`src/rtl/uart_pkg.sv`:
```
// Shared UART definitions: transmit FSM state encoding and the default bit period,
// which the receive path also uses.
package uart_pkg;

  typedef enum logic [1:0] {
    IDLE  = 2'b00,
    START = 2'b01,
    DATA  = 2'b10,
    STOP  = 2'b11
  } tx_state_e;

  // 868 us per bit at 50 MHz (2 x 434 us)
  localparam int CLKS_PER_BIT_DEFAULT = 43400;

endpackage

```
`src/rtl/uart_bit_timer.sv`:
```
// Free-running bit-period counter: counts 0..CLKS_PER_BIT-1, then wraps to 0.
// bit_tick marks the last cycle of each bit period; clr holds the count at 0.
module uart_bit_timer #(
  parameter int CLKS_PER_BIT = 43400
) (
  input  logic CLOCK_50,
  input  logic Reset,
  input  logic clr,
  output logic bit_tick
);

  localparam int CW = (CLKS_PER_BIT > 1) ? $clog2(CLKS_PER_BIT) : 1;
  localparam logic [CW-1:0] LAST = CW'(CLKS_PER_BIT - 1);

  logic [CW-1:0] r_count;

  always_ff @(posedge CLOCK_50 or posedge Reset) begin
    if (Reset) begin
      r_count <= '0;
    end else if (clr || (r_count == LAST)) begin
      r_count <= '0;
    end else begin
      r_count <= r_count + CW'(1);
    end
  end

  assign bit_tick = (r_count == LAST);

endmodule

```
`src/rtl/uart_tx_ctrl.sv`:
```
// UART transmitter: sends start bit, DATA_BITS data bits LSB first and STOP_BITS stop bits.
// All outputs are registered; TxD is loaded with the level of the state being entered.
module uart_tx_ctrl
  import uart_pkg::*;
#(
  parameter int CLKS_PER_BIT = CLKS_PER_BIT_DEFAULT,
  parameter int DATA_BITS    = 8,
  parameter int STOP_BITS    = 1
) (
  input  logic                 CLOCK_50,
  input  logic                 Reset,
  input  logic                 tx_start,
  input  logic [DATA_BITS-1:0] tx_data,
  output logic                 TxD,
  output logic                 tx_busy,
  output logic                 tx_done
);

  localparam logic [2:0] LAST_DATA = 3'(DATA_BITS - 1);
  localparam logic [2:0] LAST_STOP = 3'(STOP_BITS - 1);

  tx_state_e            r_state, w_state_next;
  logic [DATA_BITS-1:0] r_shift, w_shift_next;
  logic [2:0]           r_bit_cnt, w_bit_cnt_next;
  logic                 r_txd, w_txd_next;
  logic                 r_busy, w_busy_next;
  logic                 r_done, w_done_next;
  logic                 w_tick;
  logic                 w_timer_clr;

  // Holding the timer clear in IDLE makes the first bit period start exactly at acceptance.
  assign w_timer_clr = (r_state == IDLE);

  uart_bit_timer #(
    .CLKS_PER_BIT(CLKS_PER_BIT)
  ) u_bit_timer (
    .CLOCK_50(CLOCK_50),
    .Reset   (Reset),
    .clr     (w_timer_clr),
    .bit_tick(w_tick)
  );

  always_comb begin
    w_state_next   = r_state;
    w_shift_next   = r_shift;
    w_bit_cnt_next = r_bit_cnt;
    w_txd_next     = r_txd;
    w_done_next    = 1'b0;
    case (r_state)
      IDLE: begin
        w_txd_next = 1'b1;
        if (tx_start) begin
          w_state_next   = START;
          w_shift_next   = tx_data;
          w_bit_cnt_next = '0;
          w_txd_next     = 1'b0;
        end
      end
      START: begin
        if (w_tick) begin
          w_state_next   = DATA;
          w_bit_cnt_next = '0;
          w_txd_next     = r_shift[0];
        end
      end
      DATA: begin
        if (w_tick) begin
          w_shift_next = {1'b0, r_shift[DATA_BITS-1:1]};
          if (r_bit_cnt == LAST_DATA) begin
            w_state_next   = STOP;
            w_bit_cnt_next = '0;
            w_txd_next     = 1'b1;
          end else begin
            w_bit_cnt_next = r_bit_cnt + 3'd1;
            w_txd_next     = r_shift[1];
          end
        end
      end
      STOP: begin
        w_txd_next = 1'b1;
        if (w_tick) begin
          if (r_bit_cnt == LAST_STOP) begin
            w_state_next   = IDLE;
            w_bit_cnt_next = '0;
            w_done_next    = 1'b1;
          end else begin
            w_bit_cnt_next = r_bit_cnt + 3'd1;
          end
        end
      end
      default: begin
        w_state_next = IDLE;
        w_txd_next   = 1'b1;
      end
    endcase
    w_busy_next = (w_state_next != IDLE);
  end

  always_ff @(posedge CLOCK_50 or posedge Reset) begin
    if (Reset) begin
      r_state   <= IDLE;
      r_shift   <= '0;
      r_bit_cnt <= '0;
      r_txd     <= 1'b1;
      r_busy    <= 1'b0;
      r_done    <= 1'b0;
    end else begin
      r_state   <= w_state_next;
      r_shift   <= w_shift_next;
      r_bit_cnt <= w_bit_cnt_next;
      r_txd     <= w_txd_next;
      r_busy    <= w_busy_next;
      r_done    <= w_done_next;
    end
  end

  assign TxD     = r_txd;
  assign tx_busy = r_busy;
  assign tx_done = r_done;

endmodule

```
`config.mk`:
```
export PLATFORM = sky130hd
export DESIGN_NAME = uart_tx_ctrl
export DESIGN_NICKNAME = d
export VERILOG_FILES = /design/src/rtl/uart_pkg.sv /design/src/rtl/uart_bit_timer.sv /design/src/rtl/uart_tx_ctrl.sv
export SDC_FILE = /design/constraint.sdc
export NUM_CORES = 1
export LEC_CHECK = 0
export ABC_AREA = 0
export CORE_MARGIN = 2
export CORE_UTILIZATION = 60
export DETAILED_ROUTE_END_ITERATION = 7
export GPL_TIMING_DRIVEN = 0
export PLACE_DENSITY = 0.78
export SLEW_MARGIN = 10
export SYNTH_ARGS = -nofsm -noshare
export SYNTH_HDL_FRONTEND = slang
export SYNTH_HIERARCHICAL = 1
export SYNTH_SLANG_ARGS = --single-unit
```
`constraint.sdc`:
```
create_clock -name CLOCK_50 -period 4.1 [get_ports CLOCK_50]
set_input_delay 1.025 -clock CLOCK_50 [delete_from_list [all_inputs] [get_ports CLOCK_50]]
set_output_delay 1.025 -clock CLOCK_50 [all_outputs]
set_load 0.1 [all_outputs]
```
==> flow_summary_export.csv, run 1 <==
group,metric,value,unit
run_status,status,"completed",
layout,final_core_util,72.1,%
logic_synthesis,synth_most_common_cell,"dfrtp_1",
routing,drc,0,
min_path,holdCritStartpoint,"u_bit_timer/r_count[0]",
power,total_power,0.821,mW
cts,cts_buffers,5,
logic_synthesis,ys.flop_type,"dfrtp_1",
sta,fin_setup_tns,0,ps
layout,regArea,802,um^2
placed_design,gp_congestion,0.834,
die,die_area,3370,um^2
global_route,antenna_found_initial,0,
logic_synthesis,synth_top_family_by_area,"simple AND/OR/NAND/NOR gates",
logic_synthesis,netlist-cell-type-count,46,
layout,diodes,0,
power,leakage,0.896,nW
logic_synthesis,synth-async-reset-ratio,100,%
min_path,hold_path_depth,1,
sta,slew_headroom,35.7,%
setup_path,r2r-end,"r_shift[3]",
layout,drive_gt1_share,25.4,%
placed_design,port_buffers,13,
logic_synthesis,synth-simple-area-share,20.3,%
logic_synthesis,synth.area.mux_share,13.2,%
cts,cts_htree_levels,2,
die,initial_core_util,63.6,%
cts,ctsResizeCount,0,
routing,wirelength_met1,1450,um
global_route,grt_pass1_vias,1291,
setup_path,crit_path_end_kind,"primary output",
die,die_h,58.1,um
logic_synthesis,synth.yosys.warnings,6,
layout,fillers,210,
cts,post_cts_buffers,0,
routing,ant_nets,0,
sta,rsz0062_at_grt,"false",
sta,finalHoldViolCount,0,
layout,syn_to_final_growth,13.3,%
sta,period_minus_slack,3030,ps
setup_path,cp_max_fo,2,
logic_synthesis,ys_ff_latch,32,
sta,finalSetupViolations,0,
setup_path,worstPathCellList,"clkdlybuf4s50_1",
placed_design,placed_area,1920,um^2
logic_synthesis,synth-adder-area-share,2.85,%
routing,vias,1246,
sta,fin_skew,6.56,ps
min_path,hold_class,"reg -> reg",
global_route,grt_max_degree,17,
global_route,grtUsageTotal,24.3,%
logic_synthesis,synth_xor_area_share,5.99,%
global_route,globalRouteOverflowTotal,0,
setup_path,cpPeakStageDelay,1120,ps
routing,dr.pass1.iters,4,
routing,via_per_inst,6.11,
logic_synthesis,syn_area_per_cell,11.5,um^2
logic_synthesis,yosysSeqAreaShare,45.7,%
logic_synthesis,synthesis.area,1750,um^2
setup_path,startpoint_type,"flop",
setup_path,path_class,"reg -> out",
logic_synthesis,yosys-top-cells-area,"dfrtp_1 44%, mux2_4 12%, nor2_2 3.9%",
die,ios,14,
routing,highest_layer,"met4",
logic_synthesis,synth_area_leader_cell,"dfrtp_1",
routing,wl_met3,217,um
cts,ctsHoldBuffers,0,
die,fp.dieW,58.1,um
cts,clkLatencyLatePin,340,ps
logic_synthesis,synthTopCellsByCount,"31 x dfrtp_1, 14 x mux2_4, 11 x nor2_2",
setup_path,worstRegToRegCells,5,
setup_path,cp_num_buf_inv,1,
cts,clk_pin_slew,100,ps
setup_path,rrSetupSlack,1310,ps
placed_design,dp_hpwl,2220,um
setup_path,crit_path_top_delay_cell,"clkdlybuf4s50_1",
power,irDropWorstVdd,0.343,mV
routing,wl_met2,1680,um
logic_synthesis,synth-edff-count,0,
logic_synthesis,synth_top_area_share,44.2,%
setup_path,critPathArrivalTime,2010,ps
layout,final_nets,188,
cts,cts_sinks,32,
setup_path,required,3070,ps
layout,fin_area,1990,um^2
min_path,min_to,"u_bit_timer/r_count[0]",
cts,cts.path.max_buffers,2,
cts,cts_root_buf,"clkbuf_4",
logic_synthesis,synth_compound_area_share,6.85,%
routing,wire_per_inst,16.6,um
power,p_per_area,413,nW/um^2
flow_run,maxCapViolCount,0,
sta,fin_crit_sh,73.9,%
sta,max_freq,0.330,GHz
cts,cts_tree,"done",
layout,multi_input_area,863,um^2
die,coreArea,2760,um^2
setup_path,r2r_start,"u_bit_timer/r_count[12]",
setup_path,cp_top_family,"buffers and inverters",
die,rows,19,
logic_synthesis,synthCells,153,
global_route,grt_pass1_wl,6030,um
routing,drt-total-wl,3390,um
logic_synthesis,syn_nets,168,
routing,drt_iter0_drc,31,
sta,tightest_slew,961,ps
sta,slew_viol_final,0,
logic make-up (layout without fill, tap and decap cells):
kind of cell,after synthesis,count (layout)
adders and majority gates,4,4
and+or+nand+nor,59,59
xor gates and xnor gates,12,12
DFF,32,32
AOI/OAI and AO/OA,16,16
buffers and inverters,14,34
muxes,16,16
per-layer routing:
layer  track usage (%)  vias up
li1                  -      577
met4              10.3        0
met2              39.1       53
met5                 0        -
met3              7.37        3
met1              30.3      613
cell usage in the layout (no fill, tap or decap), types with 2 or more instances in the layout:
cell type        count
nor2b_1              2
nand3_1              7
nor2_1               7
mux2_4              14
and3_1               3
nor2_2              11
dfrtp_1             31
clkbuf_4             5
a22o_1               2
nand4_1              5
nor3_1               4
ha_1                 4
nand2b_1             2
clkbuf_8             2
inv_1                7
o21ai_0              3
xnor2_1              6
or3_1                2
xor2_1               6
buf_6                2
nand2_1              5
a21oi_1              3
clkdlybuf4s50_1     13
and4_1               2
final cells by class:
cell class,count,area share [%]
timing repair buffer,13,6.54
multi-input combinational,107,43.4
inverter,8,1.51
sequential,32,40.3
buffer,6,2.96
tap,31,1.95
clock buffer,7,3.27
state kept, by name (all words and copies together) (netlist names):
register	flops
r_shift	8
r_bit_cnt	3
r_state	2
u_bit_timer/r_count	16
tx_done	1
TxD	1
tx_busy	1
power by group:
part / switching [mW] / total (mW) / internal (mW)
clock: 0.109 / 0.206 / 0.0971
sequential: 0.0458 / 0.419 / 0.373
combinational: 0.0958 / 0.196 / 0.0997
total: 0.251 / 0.821 / 0.570
worst max-delay path by stage:
| stage | startpoint | to | slack, ps | depth (start not counted) |
|---|---|---|---|---|
| global route | TxD | TxD | 1030 | 1 |
| floorplan | u_bit_timer/r_count[12] | r_shift[0] | 1730 | 5 |
| CTS | TxD | TxD | 1070 | 1 |
| detailed placement | u_bit_timer/r_count[12] | r_shift[6] | 1380 | 5 |
| global placement | u_bit_timer/r_count[12] | r_shift[4] | 1440 | 5 |
| finish | TxD | TxD | 1070 | 1 |
through the flow:
stage	setup slack [ps]	cells	hold slack, ps
floorplan	1730	153	433
global placement	1440	197	447
detailed placement	1380	197	455
CTS	1070	204	470
global route	1030	204	489
finish	1070	204	473
No activity file was read; power rests on OpenSTA's default activity.
==> run 2, diff against run 1 <==
--- a/config.mk
+++ b/config.mk
@@ -7,10 +7,10 @@
 export LEC_CHECK = 0
 export ABC_AREA = 0
 export CORE_MARGIN = 2
-export CORE_UTILIZATION = 60
+export CORE_UTILIZATION = 52
 export DETAILED_ROUTE_END_ITERATION = 7
 export GPL_TIMING_DRIVEN = 0
-export PLACE_DENSITY = 0.78
+export PLACE_DENSITY = 0.71
 export SLEW_MARGIN = 10
 export SYNTH_ARGS = -nofsm -noshare
 export SYNTH_HDL_FRONTEND = slang
==> constraint.sdc (replaced) <==
create_clock -name CLOCK_50 -period 2.5 [get_ports CLOCK_50]
set_input_delay 0.625 -clock CLOCK_50 [delete_from_list [all_inputs] [get_ports CLOCK_50]]
set_output_delay 0.625 -clock CLOCK_50 [all_outputs]
set_load 0.1 [all_outputs]
==> flow_summary_export.csv, run 2 (synthesized netlist as in run 1, its figures left out) <==
group,metric,value,unit
die,die_h,62.1,um
sta,max_freq,0.411,GHz
run_status,status,"completed",
die,coreArea,3280,um^2
layout,final_cell_mix,"31 x dfrtp_1, 14 x mux2_4, 12 x clkdlybuf4s50_1",
sta,period_minus_slack,2430,ps
setup_path,cp_max_fo,8,
layout,multi_input_area,872,um^2
layout,diodes,0,
placed_design,dp_slack,-207,ps
layout,final_nets,191,
die,rows,21,
cts,cts_buffers,5,
layout,drive_gt1_share,26.0,%
routing,ant_nets,0,
global_route,antenna_found_initial,0,
sta,finalHoldViolCount,0,
sta,finalSetupViolations,0,
setup_path,startpoint_type,"flop",
routing,vias,1167,
global_route,grt_max_degree,17,
layout,final_core_util,61.8,%
layout,fillers,277,
sta,fin_ws,67.6,ps
power,leakage,0.915,nW
layout,fin_area,2030,um^2
global_route,globalRouteOverflowTotal,0,
sta,fin_skew,2.51,ps
setup_path,required,2730,ps
layout,top_regs,"u_bit_timer/r_count: 16 flops, r_shift: 8 flops, r_bit_cnt: 3 flops",
routing,via_per_inst,5.23,
routing,wire_per_inst,14.1,um
power,p_per_area,649,nW/um^2
cts,cts_tree,"done",
die,die_area,3850,um^2
layout,max_flop_register,"u_bit_timer/r_count",
min_path,hold_class,"reg -> reg",
cts,cts_root_buf,"clkbuf_4",
cts,clkLatencyLatePin,340,ps
sta,fin_setup_tns,0,ps
cts,cts_htree_levels,2,
die,ios,14,
cts,cts.path.max_buffers,2,
layout,final_common_cell,"dfrtp_1",
routing,drc,0,
placed_design,dp_hpwl,2220,um
die,initial_core_util,53.4,%
cts,cts_sinks,32,
layout,syn_to_final_growth,15.8,%
global_route,grtUsageTotal,19.1,%
flow_run,maxCapViolCount,0,
setup_path,crit_path_end_kind,"flop",
cts,clk_pin_slew,90,ps
power,irDropWorstVdd,0.386,mV
sta,slew_viol_final,0,
placed_design,gp_congestion,0.748,
global_route,grt_pass1_wl,5190,um
placed_design,placed_area,1940,um^2
routing,dr.pass1.iters,4,
setup_path,path_class,"reg -> reg",
layout,regArea,802,um^2
routing,drt-total-wl,3140,um
layout,largest_reg_flops,16,
sta,tightest_slew,963,ps
sta,whs,458,ps
sta,fin_crit_sh,97.3,%
sta,slew_headroom,35.6,%
global_route,grt_pass1_vias,1153,
placed_design,port_buffers,13,
die,fp.dieW,62.1,um
setup_path,critPathArrivalTime,2670,ps
routing,drt_iter0_drc,35,
==> run 2: cell count changes in the layout (fill, tap and decap cells not counted) <==
| cell | delta |
|---|---|
| buf_4 | +3 |
| clkbuf_8 | -1 |
| dlygate4sd2_1 | +1 |
| nor4_2 | -1 |
| clkbuf_1 | +2 |
| clkdlybuf4s50_1 | -1 |
| nor4_4 | +1 |
==> run 2: worst paths after layout <==
path / startpoint / to / slack (ps) / cells past startpoint
hold / removal: u_bit_timer/r_count[0] / u_bit_timer/r_count[0] / 460 / 1
setup reg to reg: u_bit_timer/r_count[12] / r_shift[4] / 70 / 6
hold reg to reg: u_bit_timer/r_count[0] / u_bit_timer/r_count[0] / 460 / 1
setup / recovery: u_bit_timer/r_count[12] / r_shift[4] / 70 / 6
max in group asynchronous: Reset / u_bit_timer/r_count[6] / 1420 / 2
min in group asynchronous: Reset / r_shift[3] / 680 / 2
==> run 2: power breakdown <==
| part | leakage (nW) | switching [mW] | internal (mW) |
|---|---|---|---|
| sequential | 0.410 | 0.0726 | 0.612 |
| clock | 0.0326 | 0.175 | 0.139 |
| combinational | 0.473 | 0.161 | 0.160 |
| total | 0.915 | 0.408 | 0.910 |
==> run 2: what timing repair did <==
item,in CTS,in global routing
endpoints found under the hold margin,0,0
gates cloned,0,0
hold buffers,0,0
resized for setup,2,0
setup buffers,0,3
setup endpoints to repair,9,8
pin swaps,1,1
==> run 2: critical path, stage by stage, from the launching register on <==
cell and delay [ps]:
dfrtp_1 450, or4_1 600, nor4_4 290, buf_4 190, nand2_2 100, a21oi_4 350, mux2_4 340
==> run 2: per-layer routing <==
layer  GRT usage (%)  up-vias  wire length [um]
met5               0        -                 0
met3            6.83        4               105
li1                -      585                 -
met2            30.7       15              1510
met4            9.12        0                49
met1            22.8      563              1470
==> run 2: area by class of cell <==
type,instances,area share [%]
Buffer,6,2.90
Sequential cell,32,39.5
Clock buffer,8,2.90
Tap cell,46,2.83
Timing Repair Buffer,16,7.46
Inverter,8,1.48
Multi-Input combinational cell,107,42.9
==> run 2: per-stage QoR <==
stage,power [mW],instances
5_1_grt,1.39,223
4_1_cts,1.34,220
3_3_place_gp,1.00,212
2_1_floorplan,0.936,153
3_5_place_dp,1.02,212
6_report,1.32,223
==> run 3, diff against run 2 <==
--- a/config.mk
+++ b/config.mk
@@ -11,6 +11,7 @@
 export DETAILED_ROUTE_END_ITERATION = 7
 export GPL_TIMING_DRIVEN = 0
 export PLACE_DENSITY = 0.71
+export SETUP_SLACK_MARGIN = 0.05
 export SLEW_MARGIN = 10
 export SYNTH_ARGS = -nofsm -noshare
 export SYNTH_HDL_FRONTEND = slang
==> flow_summary_export.csv, run 3 (synthesized netlist as in run 1, its figures left out) <==
group,metric,value,unit
routing,drt-total-wl,3120,um
power,clockPowerShare,23.7,%
sta,period_minus_slack,2340,ps
flow_run,maxCapViolCount,0,
die,rows,21,
global_route,grt_pass1_vias,1160,
cts,clkLatencyLatePin,340,ps
routing,dr.pass1.iters,4,
min_path,holdCritStartpoint,"u_bit_timer/r_count[0]",
power,p_per_area,652,nW/um^2
cts,clk_pin_slew,100,ps
setup_path,cp_top_family,"buffers and inverters",
layout,final_core_util,61.4,%
global_route,grtUsageTotal,19.4,%
layout,final_nets,189,
cts,cts_root_buf,"clkbuf_4",
die,initial_core_util,53.4,%
cts,cts.path.max_buffers,2,
routing,via_per_inst,5.23,
sta,fin_crit_sh,93.7,%
cts,cts_sinks,32,
global_route,antenna_found_initial,0,
layout,fin_cells,221,
placed_design,dp_slack,-207,ps
die,ios,14,
layout,final_cell_mix,"31 x dfrtp_1, 14 x mux2_4, 11 x nor2_2",
layout,diodes,0,
routing,drc,0,
layout,drive_gt1_share,25.1,%
setup_path,critPathArrivalTime,1720,ps
global_route,globalRouteOverflowTotal,0,
placed_design,gp_congestion,0.748,
min_path,hold_class,"reg -> reg",
cts,cts_buffers,5,
min_path,min_to,"u_bit_timer/r_count[0]",
layout,top_regs,"u_bit_timer/r_count: 16 flops, r_shift: 8 flops, r_bit_cnt: 3 flops",
routing,drt_iter0_drc,41,
power,comb_power_share,24.3,%
setup_path,path_class,"reg -> out",
setup_path,required,1880,ps
die,die_area,3850,um^2
setup_path,worstRegToRegCells,5,
setup_path,startpoint_type,"flop",
routing,ant_nets,0,
power,leakage,0.922,nW
setup_path,crit_path_end_kind,"primary output",
sta,finalSetupViolations,0,
layout,max_flop_register,"u_bit_timer/r_count",
die,die_h,62.1,um
setup_path,r2r_start,"u_bit_timer/r_count[14]",
cts,ctsHoldBuffers,0,
power,internal_power,0.910,mW
sta,whs,461,ps
sta,finalHoldViolCount,0,
power,p_seq_share,52.0,%
sta,rsz0062_at_grt,"false",
global_route,grt_max_degree,17,
cts,cts_htree_levels,2,
layout,syn_to_final_growth,15.0,%
global_route,grt_pass1_wl,5260,um
power,irDropWorstVdd,0.387,mV
setup_path,rrSetupSlack,240,ps
placed_design,port_buffers,13,
setup_path,cp_max_fo,2,
setup_path,crit_path_top_delay_cell,"dlygate4sd2_1",
cts,cts_tree,"done",
min_path,hold_path_depth,1,
power,net-switching-power,0.406,mW
setup_path,cp_num_buf_inv,1,
routing,vias,1156,
placed_design,dp_hpwl,2220,um
sta,fin_ws,158,ps
power,switching_share,30.9,%
layout,final_common_cell,"dfrtp_1",
setup_path,worstPathCellList,"dlygate4sd2_1",
layout,largest_reg_flops,16,
die,fp.dieW,62.1,um
sta,tightest_slew,964,ps
routing,wire_per_inst,14.1,um
setup_path,cpPeakStageDelay,840,ps
run_status,status,"completed",
placed_design,dpl.cell_count,212,
sta,slew_viol_final,0,
sta,fin_skew,5.27,ps
setup_path,r2r-end,"r_shift[4]",
sta,slew_headroom,35.6,%
die,coreArea,3280,um^2
power,total_power,1.32,mW
sta,max_freq,0.427,GHz
[run 3: cell types whose count changed in the layout (fill, tap and decap cells not counted), sizes merged]
cell,before,now
buf,8,6
dlymetal6s2s,0,1
clkdlybuf4s50,12,10
dlygate4sd2,1,2
[run 3: per-layer routing]
| layer | wire, um | track usage, % | vias up |
|---|---|---|---|
| met5 | 0 | 0 | - |
| met4 | 49 | 9.12 | 0 |
| met3 | 111 | 6.83 | 5 |
| met2 | 1510 | 31.3 | 14 |
| met1 | 1440 | 23.2 | 558 |
| li1 | - | - | 579 |
[run 3: stage by stage]
step | cell area [um^2] | TNS, ps
after floorplan | 1750 | 0
after global placement | 1940 | -1220
final | 2020 | 0
after global routing | 2020 | 0
after detailed placement | 1940 | -1390
after CTS | 2010 | 0
[run 3: power groups by stage]
stage	clock network, mW	logic, mW	registers, mW
5_1_grt	0.345	0.351	0.698
2_1_floorplan	0	0.214	0.722
3_5_place_dp	0	0.322	0.696
3_3_place_gp	0	0.313	0.688
6_report	0.312	0.320	0.684
4_1_cts	0.327	0.325	0.685
[run 3: layout make-up]
cell class,instances,area [um^2]
Clock buffer,8,58.8
Multi-Input combinational cell,107,872
Sequential cell,32,802
Inverter,8,30.0
Timing Repair Buffer,14,138
Tap cell,46,57.6
Buffer,6,58.8
Fill cell,280,1270
[run 3: worst max-delay path by stage]
| stage | start | endpoint | slack (ps) | cells past startpoint |
|---|---|---|---|---|
| floorplan | u_bit_timer/r_count[12] | r_shift[0] | 130 | 5 |
| global placement | u_bit_timer/r_count[12] | r_shift[3] | -180 | 5 |
| detailed placement | u_bit_timer/r_count[12] | r_shift[3] | -210 | 5 |
| CTS | tx_done | tx_done | 60 | 1 |
| global route | TxD | TxD | 110 | 1 |
| finish | TxD | TxD | 160 | 1 |
[run 3: timing repair]
item	in CTS	in global routing
endpoints found under the setup margin	12	1
buffers inserted	1	0
gates cloned	0	0
pin swaps	1	0
endpoints found under the hold margin	0	0
gates resized for setup	3	1
